**config.mk**
```make
export PLATFORM = sky130hd
export DESIGN_NAME = hazard_forward_unit
export DESIGN_NICKNAME = d
export VERILOG_FILES = /design/src/rtl/hazard_pkg.sv /design/src/rtl/fwd_select.sv /design/src/rtl/hazard_forward_unit.sv
export SDC_FILE = /design/constraint.sdc
export NUM_CORES = 1
export LEC_CHECK = 0
export CORE_UTILIZATION = 29
export DETAILED_ROUTE_END_ITERATION = 12
export PLACE_DENSITY = 0.85
export SYNTH_ARGS = -nofsm -noshare
export SYNTH_HDL_FRONTEND = slang
export SYNTH_SLANG_ARGS = --single-unit
```
**constraint.sdc**
```tcl
create_clock -name CLK -period 2.1 [get_ports CLK]
set_input_delay 0.42 -clock CLK [delete_from_list [all_inputs] [get_ports CLK]]
set_output_delay 0.42 -clock CLK [all_outputs]
set_load 0.005 [all_outputs]
```
**src/rtl/hazard_pkg.sv**
```systemverilog
// hazard_pkg: shared types for the hazard/forwarding unit.
//   fwd_sel_t   - operand source select driven onto FORWARD
//   haz_state_t - load-use stall state machine encoding
package hazard_pkg;

    localparam int unsigned FWD_W = 2;

    typedef enum logic [1:0] {
        FWD_RF     = 2'b00,
        FWD_MEM_WB = 2'b01,
        FWD_EX_MEM = 2'b10
    } fwd_sel_t;

    typedef enum logic {
        IDLE = 1'b0,
        HOLD = 1'b1
    } haz_state_t;

endpackage

```
**src/rtl/fwd_select.sv**
```systemverilog
// fwd_select: forwarding select for a single EX-stage source operand.
// Ports:
//   i_src             - EX-stage source register address
//   i_rd_ex_mem       - destination in MEM, i_regwrite_ex_mem its write enable
//   i_rd_mem_wb       - destination in WB,  i_regwrite_mem_wb its write enable
//   o_sel             - FWD_EX_MEM / FWD_MEM_WB / FWD_RF (x0 never forwarded)
module fwd_select
    import hazard_pkg::*;
#(
    parameter int unsigned ADDR_W = 5
) (
    input  logic [ADDR_W-1:0] i_src,
    input  logic [ADDR_W-1:0] i_rd_ex_mem,
    input  logic              i_regwrite_ex_mem,
    input  logic [ADDR_W-1:0] i_rd_mem_wb,
    input  logic              i_regwrite_mem_wb,
    output fwd_sel_t          o_sel
);

    // Younger producer (EX/MEM) is evaluated last so it takes priority.
    always_comb begin
        o_sel = FWD_RF;
        if (i_regwrite_mem_wb && (i_rd_mem_wb != '0) && (i_rd_mem_wb == i_src)) begin
            o_sel = FWD_MEM_WB;
        end
        if (i_regwrite_ex_mem && (i_rd_ex_mem != '0) && (i_rd_ex_mem == i_src)) begin
            o_sel = FWD_EX_MEM;
        end
    end

endmodule

```
**src/rtl/hazard_forward_unit.sv**
```systemverilog
// hazard_forward_unit: operand forwarding, load-use stall and branch flush.
// Ports:
//   CLK, RST               - clock, synchronous active-high reset
//   ARS_ID_EX / ARS_IF_ID  - packed EX / ID source addresses (NUM_SRC x ADDR_W)
//   ARS_USED_IF_ID         - per-operand "really read" flags for ID
//   ARD_ID_EX, MEMREAD_ID_EX            - EX destination and load flag
//   ARD_EX_MEM, REGWRITE_EX_MEM         - MEM destination and write enable
//   ARD_MEM_WB, REGWRITE_MEM_WB         - WB destination and write enable
//   BRANCH_TAKEN           - taken branch resolved in EX
//   FORWARD                - 2-bit select per EX operand (combinational)
//   STALL, BUBBLE, FLUSH   - pipeline control (combinational)
//   STALL_COUNT            - saturating stall-cycle counter, only when
//                            HAZARD_STATS_EN is defined
module hazard_forward_unit
    import hazard_pkg::*;
#(
    parameter int unsigned ADDR_W   = 5,
    parameter int unsigned NUM_SRC  = 2,
    parameter int unsigned LOAD_LAT = 1
) (
    input  logic                        CLK,
    input  logic                        RST,
    input  logic [NUM_SRC*ADDR_W-1:0]   ARS_ID_EX,
    input  logic [NUM_SRC*ADDR_W-1:0]   ARS_IF_ID,
    input  logic [NUM_SRC-1:0]          ARS_USED_IF_ID,
    input  logic [ADDR_W-1:0]           ARD_ID_EX,
    input  logic                        MEMREAD_ID_EX,
    input  logic [ADDR_W-1:0]           ARD_EX_MEM,
    input  logic                        REGWRITE_EX_MEM,
    input  logic [ADDR_W-1:0]           ARD_MEM_WB,
    input  logic                        REGWRITE_MEM_WB,
    input  logic                        BRANCH_TAKEN,
    output logic [FWD_W*NUM_SRC-1:0]    FORWARD,
    output logic                        STALL,
    output logic                        BUBBLE,
    output logic                        FLUSH
`ifdef HAZARD_STATS_EN
   ,output logic [31:0]                 STALL_COUNT
`endif
);

    localparam int unsigned CNT_W = $clog2(LOAD_LAT + 1);

    haz_state_t          r_state;
    haz_state_t          w_state_nxt;
    logic [CNT_W-1:0]    r_cnt;
    logic [CNT_W-1:0]    w_cnt_nxt;
    logic                w_hit;
    logic                w_stall;
    logic                w_bubble;
    logic                w_flush;
    logic [FWD_W*NUM_SRC-1:0] w_fwd;

    // One select unit per EX operand.
    for (genvar k = 0; k < NUM_SRC; k++) begin : g_fwd
        fwd_sel_t w_sel;
        fwd_select #(.ADDR_W(ADDR_W)) u_fwd_select (
            .i_src             (ARS_ID_EX[k*ADDR_W +: ADDR_W]),
            .i_rd_ex_mem       (ARD_EX_MEM),
            .i_regwrite_ex_mem (REGWRITE_EX_MEM),
            .i_rd_mem_wb       (ARD_MEM_WB),
            .i_regwrite_mem_wb (REGWRITE_MEM_WB),
            .o_sel             (w_sel)
        );
        assign w_fwd[k*FWD_W +: FWD_W] = w_sel;
    end

    assign FORWARD = RST ? '0 : w_fwd;

    // Load-use hit: a load in EX whose non-x0 destination is read in ID.
    always_comb begin
        w_hit = 1'b0;
        for (int k = 0; k < NUM_SRC; k++) begin
            if (ARS_USED_IF_ID[k] && (ARS_IF_ID[k*ADDR_W +: ADDR_W] == ARD_ID_EX)) begin
                w_hit = 1'b1;
            end
        end
        if (!MEMREAD_ID_EX || (ARD_ID_EX == '0)) begin
            w_hit = 1'b0;
        end
    end

    // Stall FSM next-state/outputs; reset, then branch flush, override all.
    always_comb begin
        w_state_nxt = r_state;
        w_cnt_nxt   = r_cnt;
        w_stall     = 1'b0;
        w_bubble    = 1'b0;
        w_flush     = 1'b0;
        if (RST) begin
            w_state_nxt = IDLE;
            w_cnt_nxt   = '0;
        end else if (BRANCH_TAKEN) begin
            w_flush     = 1'b1;
            w_state_nxt = IDLE;
            w_cnt_nxt   = '0;
        end else begin
            case (r_state)
                IDLE: begin
                    if (w_hit) begin
                        w_stall  = 1'b1;
                        w_bubble = 1'b1;
                        if (LOAD_LAT > 1) begin
                            w_state_nxt = HOLD;
                            w_cnt_nxt   = CNT_W'(LOAD_LAT - 1);
                        end
                    end
                end
                HOLD: begin
                    w_stall  = 1'b1;
                    w_bubble = 1'b1;
                    // Last hold cycle at CNT==1; clamp so CNT never wraps.
                    if (r_cnt <= CNT_W'(1)) begin
                        w_state_nxt = IDLE;
                        w_cnt_nxt   = '0;
                    end else begin
                        w_cnt_nxt = r_cnt - CNT_W'(1);
                    end
                end
                default: begin
                    w_state_nxt = IDLE;
                    w_cnt_nxt   = '0;
                end
            endcase
        end
    end

    // State and hold counter.
    always_ff @(posedge CLK) begin
        if (RST) begin
            r_state <= IDLE;
            r_cnt   <= '0;
        end else begin
            r_state <= w_state_nxt;
            r_cnt   <= w_cnt_nxt;
        end
    end

    assign STALL  = w_stall;
    assign BUBBLE = w_bubble;
    assign FLUSH  = w_flush;

`ifdef HAZARD_STATS_EN
    logic [31:0] r_stall_count;

    // Saturating count of stalled cycles.
    always_ff @(posedge CLK) begin
        if (RST) begin
            r_stall_count <= '0;
        end else if (w_stall && (r_stall_count != 32'hFFFF_FFFF)) begin
            r_stall_count <= r_stall_count + 32'd1;
        end
    end

    assign STALL_COUNT = r_stall_count;
`endif

endmodule

```
==> results of run 1 <==
-- worst max path at each step --
stage	slack (ns)	cells after the start	endpoint
after CTS	-0.06	6	FORWARD[2]
after global routing	-0.12	6	FORWARD[0]
after global placement	-0.76	6	FORWARD[2]
final	-0.04	6	FORWARD[2]
after floorplan	0.19	4	FORWARD[0]
after detailed placement	-0.85	6	FORWARD[2]
-- per-stage QoR --
step	TNS, ns	hold WS [ns]	util (%)	worst slack (ns)
after floorplan	0	0.8702	-	0.1913
after global placement	-3.550	1.803	80.72	-0.7645
after detailed placement	-3.961	1.811	80.72	-0.8550
after CTS	-0.09023	1.344	82.48	-0.06187
after global routing	-0.2077	1.374	84.71	-0.1155
final	-0.08628	1.346	84.71	-0.04322
-- metal layers --
| metal | routed length, um | GRT usage (%) | vias up |
|---|---|---|---|
| met2 | 1230 | 47.27 | 35 |
| met3 | 125 | 3.261 | 2 |
| met1 | 768 | 29.68 | 339 |
| li1 | - | - | 344 |
| met5 | 0 | 0 | - |
| met4 | 5 | 4.167 | 0 |
-- cell usage after synthesis (all sizes together) --
cell and number:
xor2 18, xnor2 12, nor4 6, or4 5, nand3 4, nand2 2, nor2b 2, nor3 2
o21ai 2, a21oi 1, buf 1, nor2 1, o211ai 1
-- timing repair --
item                                    in CTS  in global routing
endpoints found under the setup margin       6                  6
setup buffers                                2                  0
pin swaps                                   13                  4
resized for setup                           92                  9
hold buffers                                 0                  0
-- final cells by class --
cell class / instances / area [um^2]
repair buffers: 71 / 604.3
well taps: 15 / 18.77
multi-input cells: 56 / 520.5
fillers: 82 / 206.4
-- logic make-up (layout without fill, tap and decap cells) --
logic type             count (synthesis)  count (layout)  share of synthesized area (%)
AO/OA/AOI/OAI                          4               4                          5.999
XOR/XNOR                              30              30                          60.00
buffers and inverters                  1              71                          1.715
AND/OR/NAND/NOR                       22              22                          32.28
-- power groups by stage --
| stage | clock network (mW) | logic [mW] | registers (mW) |
|---|---|---|---|
| 4_1_cts | 0 | 0.200 | 0 |
| 5_1_grt | 0 | 0.223 | 0 |
| 6_report | 0 | 0.210 | 0 |
| 3_5_place_dp | 0 | 0.197 | 0 |
| 2_1_floorplan | 0 | 0.0565 | 0 |
| 3_3_place_gp | 0 | 0.192 | 0 |
==> flow_metrics.tcl, run 1 <==
set metrics [dict create \
    drtPass1Iterations 4 \
    dr_total_vias 720 \
    layout_commonest_cell "buf_4" \
    min_delay_path_depth 6 \
    hp-class "input pin to output pin" \
    fmax_mhz 466.6 \
    row_count 13 \
    avgSynthCellArea_um2 7.683 \
    place_inst 140 \
    fin_cells 142 \
    syn_inst 57 \
    drc_errors 0 \
    min_to "FORWARD[1]" \
    drtIter0Drc 8 \
    clkPwrFrac_pct 0 \
    vdd_drop_max_v 0.0001097 \
    overflow 0 \
    hold_viol_final 0 \
    setup.worst_path.start_class "input pin" \
    crit_start "ARD_MEM_WB[3]" \
    p_int_uw 123.2 \
    setup.worst_path.end_class "output pin" \
    viasPerCell 5.070 \
    outcome "finished, violations left" \
    die_h_um 40.86 \
    p_per_area_nw_per_um2 183.6 \
    worstSetupPathType "input pin to output pin" \
    die_w_um 40.86 \
    antenna_found_initial 0 \
    leakage_nw 0.5158 \
    drive_gt1_share_pct 40.94 \
    seq_power_share_pct 0 \
    post_dp_cell_area_um2 1090 \
    seq_area_um2 0 \
    ys_seq_area_share_pct 0 \
    critPathBufInv 3 \
    fin_nets 172 \
    synth.top_cell.area_share_pct 36.00 \
    yosys_warnings 0 \
    min_from "ARD_EX_MEM[4]" \
    switching_share_pct 41.33 \
    grt_max_degree 5 \
    fin_area_um2 1144 \
    slew_headroom_pct 80.98 \
    finalSetupViolCount 2 \
    seq_cell_count 0 \
    drv_cap 0 \
    grt_pass1_wl_mm 2.842 \
    violations "negative setup slack" \
    cp_slowest_cell "or4_4" \
    fin_crit_sh_pct 102.1 \
    cp_top_family "simple AND/OR/NAND/NOR gates" \
    initial_utilization_pct 32.44 \
    fin_crit_ns 2.143 \
    postRouteAntennaNets 0 \
    grt_pass1_vias 680 \
    finalPower_uw 209.9 \
    rsz0062_at_grt "yes" \
    layout_common_cells "buf_4, xor2_1, dlygate4sd2_1" \
    dpl.hpwl_mm 1.678 \
    power_frac_comb_pct 100.0 \
    tightest_slew_ns 0.2830 \
    grt_usage_pct 25.06 \
    diodes 0 \
    path_cells "buf_6 > buf_6 > xor2_2 > or4_4 > nor4_4 > buf_2" \
    routabilityCongestion 0.7388 \
    synth.net_count 100 \
    synthToLayoutAreaGrowth_pct 161.1 \
    cpPeakStageDelay_ns 0.55 \
    worstPathRequired_ns 1.68 \
    drv_slew 0 \
    dieArea_um2 1670 \
    wl_per_cell_um 15.00 \
    switchingPower_uw 86.77 \
    critPathMostFrequentCell "buf_6" \
    core_area_um2 1350 \
    port_buffers 49 \
    ys_top_cells_by_area "xor2_1, xnor2_1, or4_1, nor4_1, nor4_2" \
    ys_types 15 \
    io_pins 50 \
    crit_path_max_fanout 2 \
    final.clkbuf_count 0 \
    fin_ws_ns -0.04322 \
    yosys.area.top_type "xor2_1" \
    routed_wl_mm 2.130 \
    synth_area_um2 437.9 \
    critical_path_arrival_ns 1.72 \
]
No activity file was read; power rests on OpenSTA's default activity.
==> run 2, diff against run 1 <==
==> constraint.sdc (replaced) <==
create_clock -name CLK -period 2.1 [get_ports CLK]
set_input_delay 0.63 -clock CLK [delete_from_list [all_inputs] [get_ports CLK]]
set_output_delay 0.63 -clock CLK [all_outputs]
set_load 0.005 [all_outputs]
==> run 2 against run 1 <==
  * Highest routed layer unchanged
  * Maximum frequency is 17% lower
  * The run still ends with negative setup slack left
  * Final cell count increased by 1.4%
  * Critical path type unchanged
  * Combinational power about the same
  * Largest cell class unchanged
  * Final area is 2.1% lower
==> flow_metrics.tcl, run 2 (same netlist as run 1, synthesis figures left out) <==
set metrics [dict create \
    outcome "finished, violations left" \
    violations "negative setup slack" \
    hold_viol_final 0 \
    synthToLayoutAreaGrowth_pct 155.7 \
    viasPerCell 5.000 \
    leakage_nw 0.5001 \
    fmax_mhz 388.0 \
    die_w_um 40.86 \
    slew_headroom_pct 84.50 \
    crit_path_max_fanout 2 \
    drtPass1Iterations 1 \
    routed_wl_mm 1.934 \
    fin_crit_sh_pct 122.7 \
    layout.core_utilization_pct 82.95 \
    min_to "FLUSH" \
    drv_cap 0 \
    port_buffers 49 \
    critPathBufInv 2 \
    cp_slowest_cell "or4_4" \
    diodes 0 \
    seq_area_um2 0 \
    dieArea_um2 1670 \
    rsz0062_at_grt "yes" \
    layout_commonest_cell "buf_4" \
    drive_gt1_share_pct 55.04 \
    grt_max_degree 5 \
    worstPathRequired_ns 1.47 \
    initial_utilization_pct 32.44 \
    antenna_found_initial 0 \
    core_area_um2 1350 \
    setup.worst_path.start_class "input pin" \
    min_from "RST" \
    n_fill_cell 91 \
    worstSetupPathType "input pin to output pin" \
    drtIter0Drc 0 \
    fin_crit_ns 2.577 \
    wl_per_cell_um 13.43 \
    seq_cell_count 0 \
    drc_errors 0 \
    tightest_slew_ns 0.2306 \
    critical_path_arrival_ns 1.95 \
    grt_pass1_vias 688 \
    p_per_area_nw_per_um2 185.3 \
    io_pins 50 \
    row_count 13 \
    routabilityCongestion 0.8399 \
    grt_usage_pct 22.99 \
    hp-class "input pin to output pin" \
    setup_tns_ns -1.912 \
    layout_common_cells "buf_4, xor2_1, xnor2_1" \
    fin_nets 174 \
    dr_total_vias 720 \
    overflow 0 \
    final.clkbuf_count 0 \
    setup.worst_path.end_class "output pin" \
    cpPeakStageDelay_ns 0.51 \
    die_h_um 40.86 \
    drv_slew 0 \
    dpl.hpwl_mm 1.607 \
    postRouteAntennaNets 0 \
    cp_top_family "simple AND/OR/NAND/NOR gates" \
    fin_ws_ns -0.4774 \
    grt_pass1_wl_mm 2.580 \
    path_cells "dlygate4sd2_1 > xor2_1 > or4_4 > nor4_2 > buf_2" \
    min_delay_path_depth 4 \
    vdd_drop_max_v 0.0001213 \
    finalSetupViolCount 6 \
]
==> run 2: changes by cell type in the layout (fill, tap and decap cells not counted), moves of 2 or more <==
cell / delta
dlygate4sd2_1: -8
dlymetal6s2s_1: -3
or4_1: -2
clkdlybuf4s50_1: -5
clkbuf_2: +10
buf_4: +3
clkdlybuf4s15_1: +2
or4_4: +2
buf_6: +3
==> run 2: layout make-up <==
| cell class | instances | area [um^2] | share of cell area [%] |
|---|---|---|---|
| Multi-Input combinational cell | 56 | 518.0 | 46.26 |
| Tap cell | 15 | 18.77 | 1.676 |
| Timing Repair Buffer | 73 | 583.1 | 52.07 |
==> run 2: worst min-delay path, delay by kind of cell <==
family / cells / cell delay [ns]
buffers and inverters: 3 / 0.35
and+or+nand+nor: 1 / 0.04
==> run 2: worst max path at each step <==
stage,start,cells after the start,end
after floorplan,ARD_MEM_WB[3],3,FORWARD[0]
after global placement,ARD_MEM_WB[3],5,FORWARD[0]
after detailed placement,ARD_MEM_WB[4],5,FORWARD[0]
after CTS,ARD_EX_MEM[4],8,FORWARD[0]
after global routing,ARD_EX_MEM[3],8,FORWARD[0]
final,ARS_ID_EX[4],5,FORWARD[0]
==> run 2: through the flow <==
step,std cells,instance area (um^2),total power [mW],hold WS (ns),setup WS (ns)
global route,144,1120,0.2230,1.675,-0.5429
detailed placement,141,1111,0.2031,2.238,-1.176
finish,144,1120,0.2075,1.654,-0.4774
global placement,141,1111,0.1972,2.222,-1.158
CTS,144,1114,0.1995,1.672,-0.5606
floorplan,57,451.7,0.05889,1.290,-0.1155
==> run 2: what timing repair did <==
action | 4_1_cts | 5_1_grt
endpoints found under the setup margin | 7 | 7
buffers inserted | 3 | 0
gates resized for setup | 109 | 37
hold buffers | 0 | 0
pin swaps | 20 | 16
==> run 2: power breakdown <==
group	leakage [nW]	switching, mW	internal (mW)
sequential	0	0	0
clock	0	0	0
combinational	0.500	0.0813	0.126
total	0.500	0.0813	0.126
==> run 2: metal layers <==
metal  vias up  GRT usage, %  share of wire [%]
met5         -             0                  0
met1       322         16.99                 29
li1        347             -                  -
met4         0         5.000                1.9
met2        47         54.30                 56
met3         4         4.348                 13
